<file path="src/rtl/bcd_conv_hs.sv">
// Sequential binary-to-BCD converter (shift-add-3) with a req/busy/valid handshake.
// Optional macro BCD_CONV_HS_BLANK_EN adds a registered leading-zero blank mask.
module bcd_conv_hs #(
    parameter int DATA_W    = 20,
    parameter int DIGITS    = 6,
    parameter int SIGNED_IN = 0
) (
    input  logic                  sys_clk,
    input  logic                  sys_rst_n,
    input  logic                  req,
    input  logic [DATA_W-1:0]     data,
    output logic                  busy,
    output logic                  bcd_valid,
    output logic [4*DIGITS-1:0]   bcd,
    output logic                  sign_out,
    output logic                  ovf
`ifdef BCD_CONV_HS_BLANK_EN
   ,output logic [DIGITS-1:0]     blank
`endif
);

    localparam int BCD_W = 4 * DIGITS;
    localparam int CNT_W = $clog2(DATA_W + 1);

    localparam logic [1:0] ST_IDLE  = 2'd0;
    localparam logic [1:0] ST_SHIFT = 2'd1;
    localparam logic [1:0] ST_DONE  = 2'd2;

    logic [1:0]        state_q, state_d;
    logic [CNT_W-1:0]  cnt_q, cnt_d;
    logic [DATA_W-1:0] mag_q, mag_d;
    logic [BCD_W-1:0]  acc_q, acc_d;
    logic              ovf_st_q, ovf_st_d;
    logic              sign_q, sign_d;
    logic [BCD_W-1:0]  bcd_q, bcd_d;
    logic              sign_out_q, sign_out_d;
    logic              ovf_q, ovf_d;
    logic              valid_q, valid_d;
    logic [BCD_W-1:0]  acc_adj;
`ifdef BCD_CONV_HS_BLANK_EN
    logic [DIGITS-1:0] blank_q, blank_d, blank_nx;
    logic              hi_zero;
`endif

    always_comb begin
        // NOTE: every signal driven here gets a default first so no path can infer a latch.
        state_d    = state_q;
        cnt_d      = cnt_q;
        mag_d      = mag_q;
        acc_d      = acc_q;
        ovf_st_d   = ovf_st_q;
        sign_d     = sign_q;
        bcd_d      = bcd_q;
        sign_out_d = sign_out_q;
        ovf_d      = ovf_q;
        valid_d    = 1'b0;

        acc_adj = acc_q;
        for (int d = 0; d < DIGITS; d++) begin
            if (acc_q[4*d +: 4] >= 4'd5) begin
                acc_adj[4*d +: 4] = acc_q[4*d +: 4] + 4'd3;
            end
        end

        case (state_q)
            ST_IDLE: begin
                if (req) begin
                    if (SIGNED_IN != 0 && data[DATA_W-1]) begin
                        mag_d  = (~data) + DATA_W'(1);
                        sign_d = 1'b1;
                    end else begin
                        mag_d  = data;
                        sign_d = 1'b0;
                    end
                    acc_d    = '0;
                    ovf_st_d = 1'b0;
                    cnt_d    = '0;
                    state_d  = ST_SHIFT;
                end
            end
            ST_SHIFT: begin
                // The top digit's carry-out is dropped from the result and only remembered as overflow.
                {acc_d, mag_d} = {acc_adj[BCD_W-2:0], mag_q, 1'b0};
                if (acc_adj[BCD_W-1]) begin
                    ovf_st_d = 1'b1;
                end
                cnt_d = cnt_q + CNT_W'(1);
                if (cnt_q == CNT_W'(DATA_W - 1)) begin
                    state_d = ST_DONE;
                end
            end
            ST_DONE: begin
                bcd_d      = acc_q;
                sign_out_d = sign_q;
                ovf_d      = ovf_st_q;
                valid_d    = 1'b1;
                state_d    = ST_IDLE;
            end
            default: state_d = ST_IDLE;
        endcase
    end

`ifdef BCD_CONV_HS_BLANK_EN
    always_comb begin
        hi_zero  = 1'b1;
        blank_nx = '0;
        for (int d = DIGITS - 1; d > 0; d--) begin
            hi_zero     = hi_zero & (acc_q[4*d +: 4] == 4'd0);
            blank_nx[d] = hi_zero & ~ovf_st_q;
        end
        blank_d = (state_q == ST_DONE) ? blank_nx : blank_q;
    end
`endif

    // NOTE: sequential state uses non-blocking assignments only, so all registers update together.
    always_ff @(posedge sys_clk or negedge sys_rst_n) begin
        if (!sys_rst_n) begin
            state_q    <= ST_IDLE;
            cnt_q      <= '0;
            mag_q      <= '0;
            acc_q      <= '0;
            ovf_st_q   <= 1'b0;
            sign_q     <= 1'b0;
            bcd_q      <= '0;
            sign_out_q <= 1'b0;
            ovf_q      <= 1'b0;
            valid_q    <= 1'b0;
`ifdef BCD_CONV_HS_BLANK_EN
            blank_q    <= '0;
`endif
        end else begin
            state_q    <= state_d;
            cnt_q      <= cnt_d;
            mag_q      <= mag_d;
            acc_q      <= acc_d;
            ovf_st_q   <= ovf_st_d;
            sign_q     <= sign_d;
            bcd_q      <= bcd_d;
            sign_out_q <= sign_out_d;
            ovf_q      <= ovf_d;
            valid_q    <= valid_d;
`ifdef BCD_CONV_HS_BLANK_EN
            blank_q    <= blank_d;
`endif
        end
    end

    assign busy      = (state_q != ST_IDLE);
    assign bcd_valid = valid_q;
    assign bcd       = bcd_q;
    assign sign_out  = sign_out_q;
    assign ovf       = ovf_q;
`ifdef BCD_CONV_HS_BLANK_EN
    assign blank     = blank_q;
`endif

endmodule

</file>
<file path="config.mk">
export PLATFORM = sky130hd
export DESIGN_NAME = bcd_conv_hs
export DESIGN_NICKNAME = d
export VERILOG_FILES = /design/src/rtl/bcd_conv_hs.sv
export SDC_FILE = /design/constraint.sdc
export NUM_CORES = 1
export LEC_CHECK = 0
export ABC_AREA = 1
export ABC_CLOCK_PERIOD_IN_PS = 3200
export CAP_MARGIN = 25
export CORE_MARGIN = 1.5
export CORE_UTILIZATION = 45
export CTS_BUF_LIST = sky130_fd_sc_hd__clkbuf_4
export CTS_CLUSTER_SIZE = 10
export DETAILED_ROUTE_END_ITERATION = 7
export GPL_ROUTABILITY_DRIVEN = 0
export PLACE_DENSITY = 0.72
export SLEW_MARGIN = 20
export SYNTH_ARGS = -nofsm -noshare
export SYNTH_HDL_FRONTEND = slang
export SYNTH_SLANG_ARGS = --single-unit
</file>
<file path="constraint.sdc">
create_clock -name sys_clk -period 3.2 [get_ports sys_clk]
set_clock_uncertainty 0.05 [all_clocks]
set_input_delay 0.8 -clock sys_clk [delete_from_list [all_inputs] [get_ports sys_clk]]
set_output_delay 0.8 -clock sys_clk [all_outputs]
set_load 0.03 [all_outputs]
</file>
==> metrics.txt, run 1 <==
outcome complete, no violations; synthesized-area fraction occupied by adder cells 0.04469; fmax a little over 0.4 GHz; switching share of power 0.4297; Ys Warns 0; Syn Std Cell Area approximately 0.0036 mm²; initial antenna violation count 0; final setup fails 0; Die X about 93 µm; clock network power share 0.136; Int Power between 0.002 and 0.0025 W; CTS clk-pin slew, worst paths 120 ps; layout cells sized above 1 0.04772; Total Routed Length a little under 7000 µm; GRT Total Usage 0.1794; fillcell total approximately 720; first-pass GRT wire length around 12000 µm; mean post-synth cell area between 8 and 9 µm²; GR Overflow Total 0; maxcap violations 0; CP endpoint kind primary output; Startpoint Class flop; post_cts resized 0; Synth Instances around 430; relative slew slack 0.5357; largest net degree at the start of global routing 79; CTS max path bufs 2; Max Transition Viols Final 0; Netlist cell types 23; Detailed Place HPWL around 4700 µm; IO buf count just under 50; Seq pwr share 0.411; Data required, critical path ~2400 ps; I/O pin count around 50; clock net sink count 78; Worst Path Max Fanout 5; H-tree depth 3; Clock Latency Late Sink around 400 ps; Antenna diodes 0; CTS buffer count 9; worst hold path type input port to async pin; root buffer cell clkbuf_4; Hold Vio Cnt, Final 0; Post-CTS Setup Bufs 0; most frequent cells in the layout nand2_1 (113), dfrtp_1 (78), o21ai_0 (74); Max VDD drop approximately 320 µV; die area 0.008637 mm²; multi-input logic area roughly 0.0014 mm²; Mapped Nets about 470; P&R area growth vs syn 18.70%; Pwr Density roughly 960 mW/mm²; DRT antenna net count 0; Pwr Total roughly 0.0042 W; Worst-Margin Slew a little under 700 ps; Setup CP Type flop to primary output; TritonCTS clock tree yes; Post-Synth XOR/XNOR Area 0; Main synth FF type dfrtp_1; starting DRC count in detailed routing approximately 120; post-synthesis simple-gate area fraction 0.1884; largest family of logic cells by synthesized area simple AND/OR/NAND/NOR gates; combinational share of power 0.453; Post-synth EDFFs 0; initial core utilization 0.4686; fin crit share 0.7761; leakage power total slightly above 2 nW; net switching power figure 0.001784 W; WP data arrival between 1500 and 2000 ps; core area just under 0.008 mm²; DR vias 2957; FF+latch area approximately 0.002 mm²; Avg Vias per Cell roughly 5.1; nets between 500 and 600; async set or reset register ratio after synthesis 1.000; hold_buf cts 0; fin crit period around 2500 ps; drt drc 0; Die Height 92.94 µm; RSZ-0062 raised after global routing false; setup_tns 0 ps; mux cell area share after synthesis 0; Seq cells post-synth 78; commonest non-fill, non-tap cell in the layout nand2_1; register area share after synthesis 0.5363; post-detailed-route wirelength per cell about 12 µm; FP Rows 32; vias in the first global route between 2000 and 3000; Fin Hold WS approximately 300 ps; Pre-antenna DRT Iters 4; fraction of the mapped netlist area in compound gates 0.1574
## cells by family (layout without fill, tap and decap cells)
kind of cell,Yosys count,count (layout)
AO/OA/AOI/OAI,107,107
adder cells (fa/ha/maj),13,13
buffers and inverters,61,112
flip-flops,78,78
other,1,1
AND/OR/NAND/NOR,171,171
## cell usage after synthesis, drive strengths merged (2+ instances only)
library cell,instances,area [µm²]
dfrtp,78,1952
ha,13,162.7
nand2,116,442.9
o221ai,3,26.28
inv,44,165.2
nor2,32,120.1
o211ai,6,45.04
a21oi,19,95.09
buf,12,78.83
o22ai,2,12.51
o21ai,74,370.4
clkbuf,5,18.77
nand4,6,37.54
nand3,16,80.08
## state kept, by name, indices dropped and copies added (netlist names)
name       flops
mag_q         20
acc_q         24
state_q        2
cnt_q          5
bcd_valid      1
ovf            1
bcd           24
ovf_st_q       1
## final cells by class
class	count	share of cell area
Clock buffer	10	0.01738
Tap cell	102	0.02954
Clock inverter	6	0.01216
Inverter	44	0.03823
Multi-Input combinational cell	292	0.3299
Timing Repair Buffer	52	0.1211
Sequential cell	78	0.4518
## through the flow
stage	setup slack (ps)	area [µm²]	utilization	std cells
after floorplan	1660	3640	-	431
after global placement	784.0	4173	0.5372	567
after detailed placement	728.4	4173	0.5372	567
after CTS	700.2	4300	0.5536	583
after global routing	651.4	4320	0.5562	584
final	716.5	4320	0.5562	584
## per-layer routing
metal | vias to the layer above | part of all wire | global-route usage
met4 | 0 | 0.0093 | 0.08333
met2 | 69 | 0.45 | 0.2762
li1 | 1499 | - | -
met1 | 1381 | 0.49 | 0.2443
met3 | 8 | 0.051 | 0.03448
met5 | - | 0 | 0
## power groups by stage
stage                     registers [W]  logic (W)  clock network [W]
after global placement          0.00171    0.00184                  0
after floorplan                 0.00187    0.00120                  0
after CTS                       0.00170    0.00190           0.000583
after detailed placement        0.00172    0.00190                  0
after global routing            0.00177    0.00216           0.000628
final                           0.00171    0.00188           0.000565
## critical path, cell delays in order (launching register included)
cell and delay (ps):
dfrtp_1 440, nor2_1 80, inv_1 50, clkdlybuf4s50_1 660
## final timing paths
check	startpoint	endpoint	slack (ps)	depth (start not counted)
max reg2reg	state_q[1]	acc_q[7]	1230	5
min reg2reg	bcd[1]	bcd[1]	440	2
max in group asynchronous	sys_rst_n	cnt_q[0]	2230	2
min	sys_rst_n	bcd[16]	300	1
max	state_q[0]	busy	720	3
min in group sys_clk	bcd[1]	bcd[1]	440	2
(Power assumes the default switching activity.)
==> run 2: changes to the inputs <==
--- a/config.mk
+++ b/config.mk
@@ -6,7 +6,7 @@
 export NUM_CORES = 1
 export LEC_CHECK = 0
 export ABC_AREA = 1
-export ABC_CLOCK_PERIOD_IN_PS = 3200
+export ABC_CLOCK_PERIOD_IN_PS = 2400
 export CAP_MARGIN = 25
 export CORE_MARGIN = 1.5
 export CORE_UTILIZATION = 45
==> constraint.sdc (replaced) <==
create_clock -name sys_clk -period 2.4 [get_ports sys_clk]
set_clock_uncertainty 0.05 [all_clocks]
set_input_delay 0.6 -clock sys_clk [delete_from_list [all_inputs] [get_ports sys_clk]]
set_output_delay 0.6 -clock sys_clk [all_outputs]
set_load 0.03 [all_outputs]
==> metrics.txt, run 2 (same netlist as run 1, synthesis figures left out) <==
outcome complete, no violations; FP Rows 32; placed cell areas approximately 0.0043 mm²; fin crit share 0.9582; CP delay by family, top buffers and inverters; Avg Vias per Cell approximately 5.1; Int Power roughly 0.0034 W; crit-path cells nor2_1 > inv_1 > clkdlybuf4s50_1; post_cts resized 0; Antenna diodes 0; Max Transition Viols Final 0; IO buf count between 40 and 50; P&R area growth vs syn 21.83%; Startpoint Class flop; GRT Total Usage 0.1848; largest net degree at the start of global routing 39; die area 0.008637 mm²; root buffer cell clkbuf_4; Setup CP Type flop to primary output; combinational share of power 0.441; FF+latch area a little under 0.002 mm²; TritonCTS clock tree yes; final setup fails 0; switching share of power 0.4151; Detailed Place HPWL ~5000 µm; worst hold path type input port to async pin; most frequent cells in the layout nand2_1 (113), dfrtp_1 (78), o21ai_0 (74); Worst Path Max Fanout 5; Finished Cell Area around 0.0044 mm²; CTS max path bufs 2; Pwr Density approximately 1300 mW/mm²; Hold Vio Cnt, Final 0; layout cells sized above 1 0.05749; Seq pwr share 0.392; Fin Hold WS approximately 58 ps; fmax around 0.43 GHz; starting DRC count in detailed routing between 100 and 150; worst stage delay on the critical path between 600 and 700 ps; CTS buffer count 9; leakage power total around 2.1 nW; nets 518; H-tree depth 3; clock net sink count 78; CTS clk-pin slew, worst paths between 100 and 150 ps; Max VDD drop approximately 540 µV; Die X around 93 µm; commonest non-fill, non-tap cell in the layout nand2_1; Pwr Total 0.005830 W; Data required, critical path approximately 1800 ps; multi-input logic area 0.001425 mm²; Post-CTS Setup Bufs 0; GR Overflow Total 0; hold_buf cts 0; Total Routed Length between 7000 and 8000 µm; fillcell total 702; clock network power share 0.167; initial core utilization 0.4686; slowest stage cell, crit path clkdlybuf4s50_1; I/O pin count 51; Pre-antenna DRT Iters 4; RSZ-0062 raised after global routing false; DR vias about 3000; post-detailed-route wirelength per cell roughly 12 µm; DRT antenna net count 0; vias in the first global route between 2000 and 3000; fin crit period between 2000 and 2500 ps; initial antenna violation count 0; WP data arrival between 1500 and 2000 ps; Clock Latency Late Sink 420 ps; maxcap violations 0; worst path buffer plus inverter count 2; core area about 0.0078 mm²; first-pass GRT wire length about 13000 µm; Die Height 92.94 µm; setup_tns 0 ps; net switching power figure about 0.0024 W; drt drc 0; CP endpoint kind primary output
[run 2: changes by cell type in the layout (fill, tap and decap cells not counted), sizes merged]
cell    delta
buf        +5
bufinv     +2
clkinv     -2
clkbuf     -1
inv        +1
[run 2: metrics by stage]
stage	cells	setup slack [ps]	util
2_1_floorplan	431	1060	-
3_3_place_gp	573	323.3	0.5478
3_5_place_dp	573	263.7	0.5478
4_1_cts	589	79.62	0.5709
5_1_grt	589	42.48	0.5709
6_report	589	100.4	0.5709
[run 2: final timing paths]
kind                                  from         to  slack, ps  cells past startpoint
min in group sys_clk                bcd[9]     bcd[9]        440                      2
worst max register to register  state_q[0]  mag_q[18]        770                      5
worst min register to register      bcd[9]     bcd[9]        440                      2
max in group asynchronous        sys_rst_n     bcd[1]       1640                      2
worst min-delay path             sys_rst_n    bcd[16]         60                      1
worst max-delay path            state_q[0]       busy        100                      3
[run 2: area by class of cell]
class                           count  share of cell area
Tap cell                          102             0.02878
Timing Repair Buffer               57              0.1321
Multi-Input combinational cell    292              0.3214
Clock inverter                      7             0.02511
Clock buffer                        9             0.01524
Sequential cell                    78              0.4402
Inverter                           44             0.03725
[run 2: worst register-to-register path, delay by kind of cell, from the launching register on]
family	cells	cell delay (ps)
buffers and inverters	2	570
DFF	1	450
and+or+nand+nor	2	310
AOI/OAI and AO/OA	1	140
[run 2: power by group through the flow]
stage	Sequential (W)	Clock [W]	Combinational, W
floorplan	0.00249	0	0.00160
global placement	0.00229	0	0.00250
detailed placement	0.00230	0	0.00260
CTS	0.00228	0.00100	0.00260
global route	0.00236	0.00106	0.00296
finish	0.00229	0.000976	0.00257
[run 2: per-layer routing]
layer	up-vias	global-route usage	part of all wire
li1	1506	-	-
met1	1402	0.2532	0.49
met2	80	0.2908	0.44
met3	10	0.02956	0.047
met4	0	0.07828	0.015
met5	-	0	0
==> run 3: changes to the inputs <==
--- a/config.mk
+++ b/config.mk
@@ -14,7 +14,8 @@
 export CTS_CLUSTER_SIZE = 10
 export DETAILED_ROUTE_END_ITERATION = 7
 export GPL_ROUTABILITY_DRIVEN = 0
-export PLACE_DENSITY = 0.72
+export PLACE_DENSITY = 0.68
+export REMOVE_ABC_BUFFERS = 1
 export SLEW_MARGIN = 20
 export SYNTH_ARGS = -nofsm -noshare
 export SYNTH_HDL_FRONTEND = slang
==> metrics.txt, run 3 (same netlist as run 1, synthesis figures left out) <==
Setup CP Type flop to primary output; first-pass GRT wire length between 10000 and 15000 µm; nets 519; met3 usage 0.04926; outcome complete, no violations; initial antenna violation count 0; vias in the first global route between 2000 and 3000; FP Rows 32; crit-path cells nor2_1 > inv_1 > clkdlybuf4s50_1; root buffer cell clkbuf_4; drt drc 0; worst stage delay on the critical path 660 ps; most frequent cells in the layout nand2_1 (113), dfrtp_1 (78), o21ai_0 (74); Hold Vio Cnt, Final 0; Detailed Place HPWL 5080 µm; Max Transition Viols Final 0; Max VDD drop ~670 µV; CP endpoint kind primary output; post-detailed-route wirelength per cell ~12 µm; CTS buffer count 9; Die Height slightly above 90 µm; P&R area growth vs syn 19.08%; GRT Total Usage 0.1818; commonest non-fill, non-tap cell in the layout nand2_1; final setup fails 0; die area between 0.008 and 0.009 mm²; WP data arrival 1630 ps; GR Overflow Total 0; fmax around 0.44 GHz; post_cts resized 0; initial core utilization 0.4686; Clock Latency Late Sink ~410 ps; DR vias ~3000; fin crit share 0.9493; largest net degree at the start of global routing 51; CTS clk-pin slew, worst paths ~110 ps; I/O pin count 51; met1 usage in global routing 0.2368; Startpoint Class flop; worst hold path type input port to async pin; setup_tns 0 ps; Data required, critical path between 1500 and 2000 ps; r2r setup slk around 650 ps; Most Used Layer, Global Route met2; RSZ-0062 raised after global routing false; Pre-antenna DRT Iters 4; Post-CTS Setup Bufs 0; r2r startpoint state_q[0]; clock net sink count 78; fin crit period roughly 2300 ps; Reg2Reg Capture Point mag_q[3]; TritonCTS clock tree yes; Pwr Density approximately 1300 mW/mm²; maxcap violations 0; core area 0.007767 mm²; placed instance count roughly 570; hold_buf cts 0; Antenna diodes 0; starting DRC count in detailed routing between 150 and 200; Non-Filler Instances a little under 600; Worst Path Max Fanout 5; DRT antenna net count 0; IO buf count 49; Die X about 93 µm; leakage power total around 2.1 nW; worst r2r path cells 5; layout cells sized above 1 0.05738; Avg Vias per Cell approximately 5; met2 global-route usage 0.2950; Total Routed Length 7215 µm; CTS max path bufs 2; H-tree depth 3; slowest stage cell, crit path clkdlybuf4s50_1
run 3: cell count changes in the layout (fill, tap and decap cells not counted), sizes merged:
cell,change
clkbuf,+4
buf,+1
inv,-1
bufinv,-3
run 3: worst max path at each step:
stage	from	slack (ps)	cells after the start	endpoint
after floorplan	req	780	4	cnt_q[1]
after global placement	req	260	5	mag_q[18]
after detailed placement	req	210	5	mag_q[18]
after CTS	state_q[0]	80	3	busy
after global routing	state_q[0]	30	3	busy
final	state_q[0]	120	3	busy
run 3: worst max-delay path, delay by kind of cell (launching register included):
kind / cells / cell delay, ps
buffers and inverters: 2 / 710
and+or+nand+nor: 1 / 60
DFF: 1 / 440
run 3: final cells by class:
class	count	area, µm²
clock buffers	13	97.59
flip-flops and latches	78	1952
clock inverters	3	11.26
fillers	759	3433
well taps	102	127.6
inverters	44	165.2
repair buffers	58	555.5
multi-input cells	292	1425
run 3: stage by stage:
stage	total power [W]	setup WS [ps]	utilization	hold slack (ps)	cell area [µm²]
2_1_floorplan	0.004007	781.8	-	254.4	3542
3_3_place_gp	0.004782	264.8	0.5440	413.8	4225
3_5_place_dp	0.004889	209.1	0.5440	423.2	4225
4_1_cts	0.005551	84.54	0.5580	76.21	4334
5_1_grt	0.006027	30.70	0.5580	85.26	4334
6_report	0.005485	121.7	0.5580	79.84	4334
run 3: where the power goes:
group / switching [W] / internal [W] / leakage [nW]
Sequential: 0.000409 / 0.00188 / 0.960
Combinational: 0.00155 / 0.000998 / 1.06
Clock: 0.000399 / 0.000251 / 0.0645
run 3: per-layer routing:
layer,share of wire,vias up
li1,-,1506
met1,0.47,1386
met2,0.47,61
met3,0.045,6
met4,0.011,0
met5,0,-
